`config.mk`:
```
export PLATFORM = sky130hd
export DESIGN_NAME = commit_trace_buffer
export DESIGN_NICKNAME = d
export VERILOG_FILES = /design/src/rtl/trace_pkg.sv /design/src/rtl/trace_fifo.sv /design/src/rtl/commit_trace_buffer.sv
export SDC_FILE = /design/constraint.sdc
export NUM_CORES = 2
export LEC_CHECK = 0
export ABC_AREA = 1
export BUFFER_PORTS_ARGS = -buffer_cell sky130_fd_sc_hd__buf_4
export CAP_MARGIN = 20
export CORE_MARGIN = 10
export CORE_UTILIZATION = 25
export DETAILED_ROUTE_END_ITERATION = 8
export SYNTH_ARGS = -nofsm -noshare
export SYNTH_HDL_FRONTEND = slang
export SYNTH_SLANG_ARGS = --single-unit
```
`constraint.sdc`:
```
create_clock -name clock -period 11.6 [get_ports clock]
set_input_delay 0.58 -clock clock [delete_from_list [all_inputs] [get_ports clock]]
set_output_delay 0.58 -clock clock [all_outputs]
set_load 0.01 [all_outputs]
```
`src/rtl/trace_pkg.sv`:
```
// Shared definitions for the commit trace: kind bits, field widths and entry layout.
// Layout MSB..LSB: {[ts], kind, pc, num, data, maddr, mdata}; ts present only with TRACE_TIMESTAMP_EN.
package trace_pkg;

  localparam int KIND_REG = 0;
  localparam int KIND_MEM = 1;

  localparam int KIND_W = 2;
  localparam int NUM_W  = 5;
`ifdef TRACE_TIMESTAMP_EN
  localparam int TS_W   = 32;
`else
  localparam int TS_W   = 0;
`endif

  localparam int PC_W_DEF    = 32;
  localparam int DATA_W_DEF  = 32;
  localparam int MADDR_W_DEF = 10;

  function automatic int body_w(input int pc_w, input int data_w, input int maddr_w);
    return KIND_W + pc_w + NUM_W + 2 * data_w + maddr_w;
  endfunction

  function automatic int entry_w(input int pc_w, input int data_w, input int maddr_w);
    return TS_W + body_w(pc_w, data_w, maddr_w);
  endfunction

  // Field LSB offsets within an entry
  function automatic int off_maddr(input int data_w);
    return data_w;
  endfunction

  function automatic int off_data(input int data_w, input int maddr_w);
    return data_w + maddr_w;
  endfunction

  function automatic int off_num(input int data_w, input int maddr_w);
    return 2 * data_w + maddr_w;
  endfunction

  function automatic int off_pc(input int data_w, input int maddr_w);
    return 2 * data_w + maddr_w + NUM_W;
  endfunction

  function automatic int off_kind(input int pc_w, input int data_w, input int maddr_w);
    return off_pc(data_w, maddr_w) + pc_w;
  endfunction

  function automatic int off_ts(input int pc_w, input int data_w, input int maddr_w);
    return body_w(pc_w, data_w, maddr_w);
  endfunction

endpackage

```
`src/rtl/trace_fifo.sv`:
```
// Fall-through FIFO with explicit occupancy; when full, a push either drops
// (OVERWRITE=0) or evicts the oldest entry (OVERWRITE=1). drop pulses on either loss.
module trace_fifo #(
  parameter int DEPTH     = 16,
  parameter int WIDTH     = 32,
  parameter int OVERWRITE = 0,
  localparam int AW       = $clog2(DEPTH),
  localparam int LW       = $clog2(DEPTH) + 1
) (
  input  logic             clock,
  input  logic             reset,
  input  logic             clear,
  input  logic             push,
  input  logic [WIDTH-1:0] din,
  input  logic             pop,
  output logic             valid,
  output logic [WIDTH-1:0] dout,
  output logic [LW-1:0]    level,
  output logic             drop
);

  logic [WIDTH-1:0] mem [DEPTH];
  logic [AW-1:0]    wr_ptr, rd_ptr;
  logic             full, pop_ok, lost, wr_en, rd_adv;

  assign full   = (level == LW'(DEPTH));
  assign valid  = (level != '0);
  assign pop_ok = pop && valid;
  // Full push without a matching pop is a loss in both modes
  assign lost   = push && full && !pop_ok && !clear;
  assign wr_en  = push && !clear && (!full || pop_ok || (OVERWRITE != 0));
  assign rd_adv = !clear && (pop_ok || (lost && (OVERWRITE != 0)));
  assign drop   = lost;

  assign dout = valid ? mem[rd_ptr] : '0;

  always_ff @(posedge clock) begin
    if (wr_en) mem[wr_ptr] <= din;
  end

  always_ff @(posedge clock or negedge reset) begin
    if (!reset) begin
      wr_ptr <= '0;
      rd_ptr <= '0;
      level  <= '0;
    end else if (clear) begin
      wr_ptr <= '0;
      rd_ptr <= '0;
      level  <= '0;
    end else begin
      if (wr_en)  wr_ptr <= wr_ptr + 1'b1;
      if (rd_adv) rd_ptr <= rd_ptr + 1'b1;
      if (wr_en && !rd_adv)      level <= level + 1'b1;
      else if (rd_adv && !wr_en) level <= level - 1'b1;
    end
  end

endmodule

```
`src/rtl/commit_trace_buffer.sv`:
```
// Retirement trace capture: packs WB reg writes and MEM stores into FIFO entries.
// Define TRACE_TIMESTAMP_EN to prepend a 32-bit free-running cycle stamp to each entry.
module commit_trace_buffer import trace_pkg::*; #(
  parameter int DEPTH     = 16,
  parameter int PC_W      = 32,
  parameter int DATA_W    = 32,
  parameter int MADDR_W   = 10,
  parameter int OVERWRITE = 0
) (
  input  logic                                     clock,
  input  logic                                     reset,
  input  logic                                     clear,
  input  logic                                     cap_en,
  input  logic [PC_W-1:0]                          pc_wb,
  input  logic                                     reg_write,
  input  logic [4:0]                               num_write,
  input  logic [DATA_W-1:0]                        data_write,
  input  logic                                     mem_write,
  input  logic [MADDR_W-1:0]                       mem_addr,
  input  logic [DATA_W-1:0]                        mem_data,
  output logic                                     out_valid,
  input  logic                                     out_ready,
  output logic [entry_w(PC_W, DATA_W, MADDR_W)-1:0] out_entry,
  output logic [$clog2(DEPTH):0]                   level,
  output logic [15:0]                              drop_cnt,
  output logic                                     overflow
);

  localparam int BODY_W  = body_w(PC_W, DATA_W, MADDR_W);
  localparam int ENTRY_W = entry_w(PC_W, DATA_W, MADDR_W);

  logic                evt, push, fifo_drop;
  logic [1:0]          kind;
  logic [4:0]          num_m;
  logic [DATA_W-1:0]   rdata_m, mdata_m;
  logic [MADDR_W-1:0]  maddr_m;
  logic [BODY_W-1:0]   body;
  logic [ENTRY_W-1:0]  entry;

  assign evt  = cap_en && (reg_write || mem_write);
  assign push = evt && !clear;

  assign kind[KIND_REG] = reg_write;
  assign kind[KIND_MEM] = mem_write;

  // Fields of an inactive kind are forced to zero so entries compare cleanly
  assign num_m   = reg_write ? num_write  : 5'd0;
  assign rdata_m = reg_write ? data_write : '0;
  assign maddr_m = mem_write ? mem_addr   : '0;
  assign mdata_m = mem_write ? mem_data   : '0;

  assign body = {kind, pc_wb, num_m, rdata_m, maddr_m, mdata_m};

`ifdef TRACE_TIMESTAMP_EN
  logic [31:0] ts_q;

  always_ff @(posedge clock or negedge reset) begin
    if (!reset)     ts_q <= '0;
    else if (clear) ts_q <= '0;
    else            ts_q <= ts_q + 32'd1;
  end

  assign entry = {ts_q, body};
`else
  assign entry = body;
`endif

  trace_fifo #(
    .DEPTH    (DEPTH),
    .WIDTH    (ENTRY_W),
    .OVERWRITE(OVERWRITE)
  ) u_fifo (
    .clock (clock),
    .reset (reset),
    .clear (clear),
    .push  (push),
    .din   (entry),
    .pop   (out_ready),
    .valid (out_valid),
    .dout  (out_entry),
    .level (level),
    .drop  (fifo_drop)
  );

  always_ff @(posedge clock or negedge reset) begin
    if (!reset) begin
      drop_cnt <= '0;
      overflow <= 1'b0;
    end else if (clear) begin
      drop_cnt <= '0;
      overflow <= 1'b0;
    end else if (fifo_drop) begin
      overflow <= 1'b1;
      if (drop_cnt != 16'hFFFF) drop_cnt <= drop_cnt + 16'd1;
    end
  end

endmodule

```
After elaboration in Yosys (flattened, before gate mapping):

Memories as Yosys holds them, arrays and structs flattened.
Index checks and enable logic that the tools add are counted.

* RAM bits: 1808
* register bits: 30
* output and inout port bits: 136
* memories: 1
* logic and storage cells: 57
* input port bits: 118

Memories
* u_fifo.mem: words 16, width 113, rd ports 1, clocked after Yosys merged registers in 0, wr ports 1, RTL line trace_fifo.sv:22 `logic [WIDTH-1:0] mem [DEPTH];`

* equality and inequality tests: 2
* reduce and logical (&&, ||, !) cells: 25
* muxes and demuxes: 19
* add/subtract/negate cells: 5

Operators with widths (number)
* 113-bit two-way mux: 1
* 32-bit two-way mux: 2
* 16-bit two-way mux: 3
* 5-bit two-way mux: 4
* 16-bit by 1-bit adder with 16-bit output, second input constant: 1
* 4-bit two-way mux: 4
* 16-bit != test, second input constant: 1
* 1-bit logical AND: 11
* 10-bit two-way mux: 1
* 4-bit by 1-bit adder with 4-bit output, second input constant: 2
* 2-bit nonzero test: 4
* 5-bit by 1-bit adder with 5-bit output, second input constant: 1
* 5-bit == test, second input constant: 1
* 1-bit logical NOT: 5
* 5-bit nonzero test: 1
* 5-bit by 1-bit subtractor with 5-bit output, second input constant: 1
* 1-bit two-way mux: 4
* 3-bit nonzero test: 1
* 1-bit logical OR: 2
* 2-bit AND reduction: 1

Depth between registers and ports, before layout:

* word-level depth: 10
* depth in mapped cells: 13
* mapped depth without buffers: 12

Hierarchy:

Synthesis repeated with hierarchy kept, for this count alone.

* cell total of the unflattened synthesis: 5688
* area total of the unflattened synthesis: 73381.6 µm²

Modules (own cells, without submodules)
* trace_fifo: area each 71692.5 µm², sequential area each 54617.4 µm², cells each 5378, times used 1
* commit_trace_buffer: area each 1689.1 µm², sequential area each 425.4 µm², cells each 310, times used 1

Least setup slack after synthesis:

No wires, ideal clock.

* path kind: in2reg
* from: input mem_write
* to: memory u_fifo.mem[11][0] (netlist bit), enable pin
* required time: 11013 ps
* setup slack: 4871 ps
* buffers on the path: 1
* setup time: 587 ps
* cell stages on the path: 7
* data arrival time: 6143 ps
* path through: clkbuf_1 inv_1 nand2_1 nand2_1 nor2_1 nand2_1 nor2_1

* word-level cells in the longest chain between the ends: 7

RTL lines
* from (decl): RTL line commit_trace_buffer.sv:18 `input logic mem_write,`
* 1-bit logical OR: RTL line commit_trace_buffer.sv:40 `assign evt = cap_en && (reg_write || mem_write);`
* 1-bit logical AND: RTL line commit_trace_buffer.sv:40
* 1-bit logical AND: RTL line commit_trace_buffer.sv:41 `assign push = evt && !clear;`
* 1-bit logical AND (2 in a row): RTL line trace_fifo.sv:31 `assign wr_en = push && !clear && (!full || pop_ok || (OVERWRITE != 0));`
* 1-bit two-way mux: RTL line trace_fifo.sv:38 `if (wr_en) mem[wr_ptr] <= din;`
* 1-bit two-way mux (implied by the code): RTL line trace_fifo.sv:38
* to (decl): RTL line trace_fifo.sv:22

Every way passes these cells.

Worst setup path in the final report:

* from: register u_fifo.rd_ptr[0]
* to: output out_entry[106]

* word-level cells in the longest chain between the ends: 2

RTL lines
* from (decl): RTL line trace_fifo.sv:23 `logic [AW-1:0] wr_ptr, rd_ptr;`
* from (signal assigned): RTL line trace_fifo.sv:52 `if (rd_adv) rd_ptr <= rd_ptr + 1'b1;`
* memory read 16 x 113 bit
* 113-bit two-way mux: RTL line trace_fifo.sv:35 `assign dout = valid ? mem[rd_ptr] : '0;`
* to (decl): RTL line commit_trace_buffer.sv:23 `output logic [entry_w(PC_W, DATA_W, MADDR_W)-1:0] out_entry,`

Every way passes these cells.

==> impl_metrics.toml <==
[status]
status = "finished, violations left"
violations = "max-slew violations"

[timing]
hold_viol = 0
whs_ns = 0.0613
fin_crit_sh = 0.521
setup_viol = 0
rsz0062_at_grt = "no"
relSlewSlack = -0.106
worst_pin_slew_ns = 1.66
final.min_clock_period_ns = 6.05
setup_slack_ns = 5.55
timing.fmax_mhz = 165
slew_violations = 129
fin_skew_ns = 0.0536
fin_setup_tns_ns = 0

[yosys]
synth.area.top_cells = "edfxtp_1 74%, nor2_1 7.1%, o21ai_0 5.8%"
yosysSeqAreaShare = 0.750
synth_simple_gate_area_frac = 0.0986
synth_top_family_by_area = "compound AO/OA/AOI/OAI gates"
synthCells = 5704
synthXorXnorAreaFrac = 0.000239
async_flop_share = 0.0163
yosysMostFrequentCell = "edfxtp_1"
synth-edff-count = 1808
avgSynthCellArea_sq_um = 12.9
synth_adder_area_share = 0.00198
synthTopCellsByCount = "1808 x edfxtp_1, 1396 x nor2_1, 855 x o21ai_0"
synth-seq-cells = 1838
synthesis.area_sq_um = 73400
ys_types = 30
synthMuxAreaShare = 0
ys.warnings.count = 0
synth_compound_area_frac = 0.118
synth_nets = 5833
synth.top_cell.area_share = 0.740
yosys.area.top_type = "edfxtp_1"
synth_flop_cell = "edfxtp_1"

[floorplan]
die_width_microns = 562
die_area_sq_um = 316000
start_util = 0.252
die_h_microns = 562
rows = 198
io_pins = 254
core_area_sq_um = 292000

[cts]
cts_setup_buffers = 0
htreeDepth = 4
clk-insertion-delay-late_ns = 0.84
clockBufferDepth = 4
cts_root_buffer = "clkbuf_16"
cts_tree = "done"
cts_buffers = 186
clk_pin_slew_ns = 0.07
cts_num_sinks = 1838

[power]
powerDensity_nw_per_um2 = 209
ir_drop_mv = 0.170
leakagePower_nw = 27.6

[global_routing]
grt.total_usage = 0.131
grt_pass1_vias = 46168
antenna_found_initial = 30
grt_max_degree = 262
grt_overflow_total = 0
grt_pass1_wl_mm = 317

[layout]
final_nets = 5965
synthToLayoutAreaGrowth_pct = 16.6
layout-drive-gt1-share = 0.105

[setup_path]
r2r_slack_ns = 7.33
crit_type = "flop to primary output"
end_kind = "primary output"
required_ns = 11.02
startpoint_type = "flop"
crit_fanout = 115
critPathArrivalTime_ns = 5.47

[route]
drc = 0
vias = 47046
wirelength_mm = 218
drt_iter0_drc = 4751
vias_per_cell = 4.76
dr.pass1.iters = 5
antenna_left = 0
wl_per_cell_microns = 22.1

[place]
dp_hpwl_mm = 113
place_congestion = 0.744
port_buffers = 253
place_ws_ns = 6.32

[worst_hold_path]
hold_class = "input pin to flop"

[flow_run]
maxCapViolCount = 0
-- per-stage QoR --
step	instances	utilization	power (mW)	cell area [sq um]
finish	9890	0.293	17.9	85600
global placement	9535	0.272	11.9	79200
CTS	9880	0.293	18.1	85500
floorplan	5704	-	10.0	73400
detailed placement	9535	0.272	11.9	79200
global route	9885	0.293	18.7	85600
-- worst paths after layout --
path	end	cells past startpoint	startpoint
worst max-delay path	out_entry[106]	8	u_fifo.rd_ptr[0]$_DFFE_PN0P_
worst min-delay path	u_fifo.mem[11][81]$_DFFE_PP_	1	pc_wb[2]
worst max register to register	u_fifo.mem[14][45]$_DFFE_PP_	9	u_fifo.level[0]$_DFFE_PN0P_
worst min register to register	overflow$_DFFE_PN0P_	2	overflow$_DFFE_PN0P_
max in group asynchronous	u_fifo.rd_ptr[2]$_DFFE_PN0P_	2	reset
min in group asynchronous	u_fifo.level[2]$_DFFE_PN0P_	2	reset
-- layout make-up --
type / instances / area [sq um]
Tap cell: 3900 / 4880
Timing Repair Buffer: 346 / 2760
Clock inverter: 111 / 1370
Inverter: 113 / 457
Fill cell: 29145 / 206000
Sequential cell: 1838 / 55100
Clock buffer: 221 / 4830
Antenna cell: 10 / 25.0
Multi-Input combinational cell: 3351 / 16200
-- power by group --
group	leakage, nW	switching (mW)	internal, mW
clock network	3.01	2.54	3.63
logic	7.72	3.01	1.25
registers	16.9	0.0721	7.36
-- metal layers --
metal / up-vias / GRT usage / wire length [microns]
li1: 21177 / - / -
met5: - / 0 / 135
met3: 444 / 0.0259 / 15900
met1: 23639 / 0.167 / 89200
met2: 1764 / 0.219 / 104000
met4: 22 / 0.0552 / 9250
-- layout by cell type, fill, tap and decap left out, drive strengths merged, types with 2 or more instances in the layout --
cell,Yosys,routed
ha,10,10
dfrtp,30,30
o211ai,453,453
nor2,1396,1396
buf,144,333
clkinvlp,0,6
edfxtp,1808,1808
dlygate4sd3,0,13
nand4,6,6
nor3,5,5
or2,3,3
nand2,159,159
xor2,2,2
diode,0,10
clkbuf,258,221
o21ai,930,930
nand3,262,262
clkinv,1,66
bufinv,0,29
a21oi,116,116
o21bai,2,2
inv,112,123
-- state kept, by name, summed over array words and instances (netlist names) --
register,cells
u_fifo.mem,1808
drop_cnt,16
u_fifo.level,5
u_fifo.rd_ptr,4
u_fifo.wr_ptr,4
overflow,1
-- cells by family (layout without fill, tap and decap cells) --
family                     count (synthesis)  after routing
DFF                                     1838           1838
and+or+nand+nor                         1832           1832
AOI/OAI and AO/OA                       1506           1506
other                                      0             10
adders and majority gates                 11             11
buffers and inverters                    515            791
xor gates and xnor gates                   2              2
-- timing repair --
item / in CTS / in global routing
hold buffers: 13 / 0
gates resized for setup: 0 / 0
hold endpoints to repair: 146 / 0
-- worst max-delay path, cell delays in order, from the launching register on --
cell and delay [ns]:
dfrtp_4 0.81, inv_8 0.62, buf_4 0.87, buf_4 0.88, o21ai_0 0.24, o211ai_1 0.14
nand3_1 0.10, a21oi_1 0.52, buf_4 0.23
Note: power is estimated with default switching activity, not from simulation.
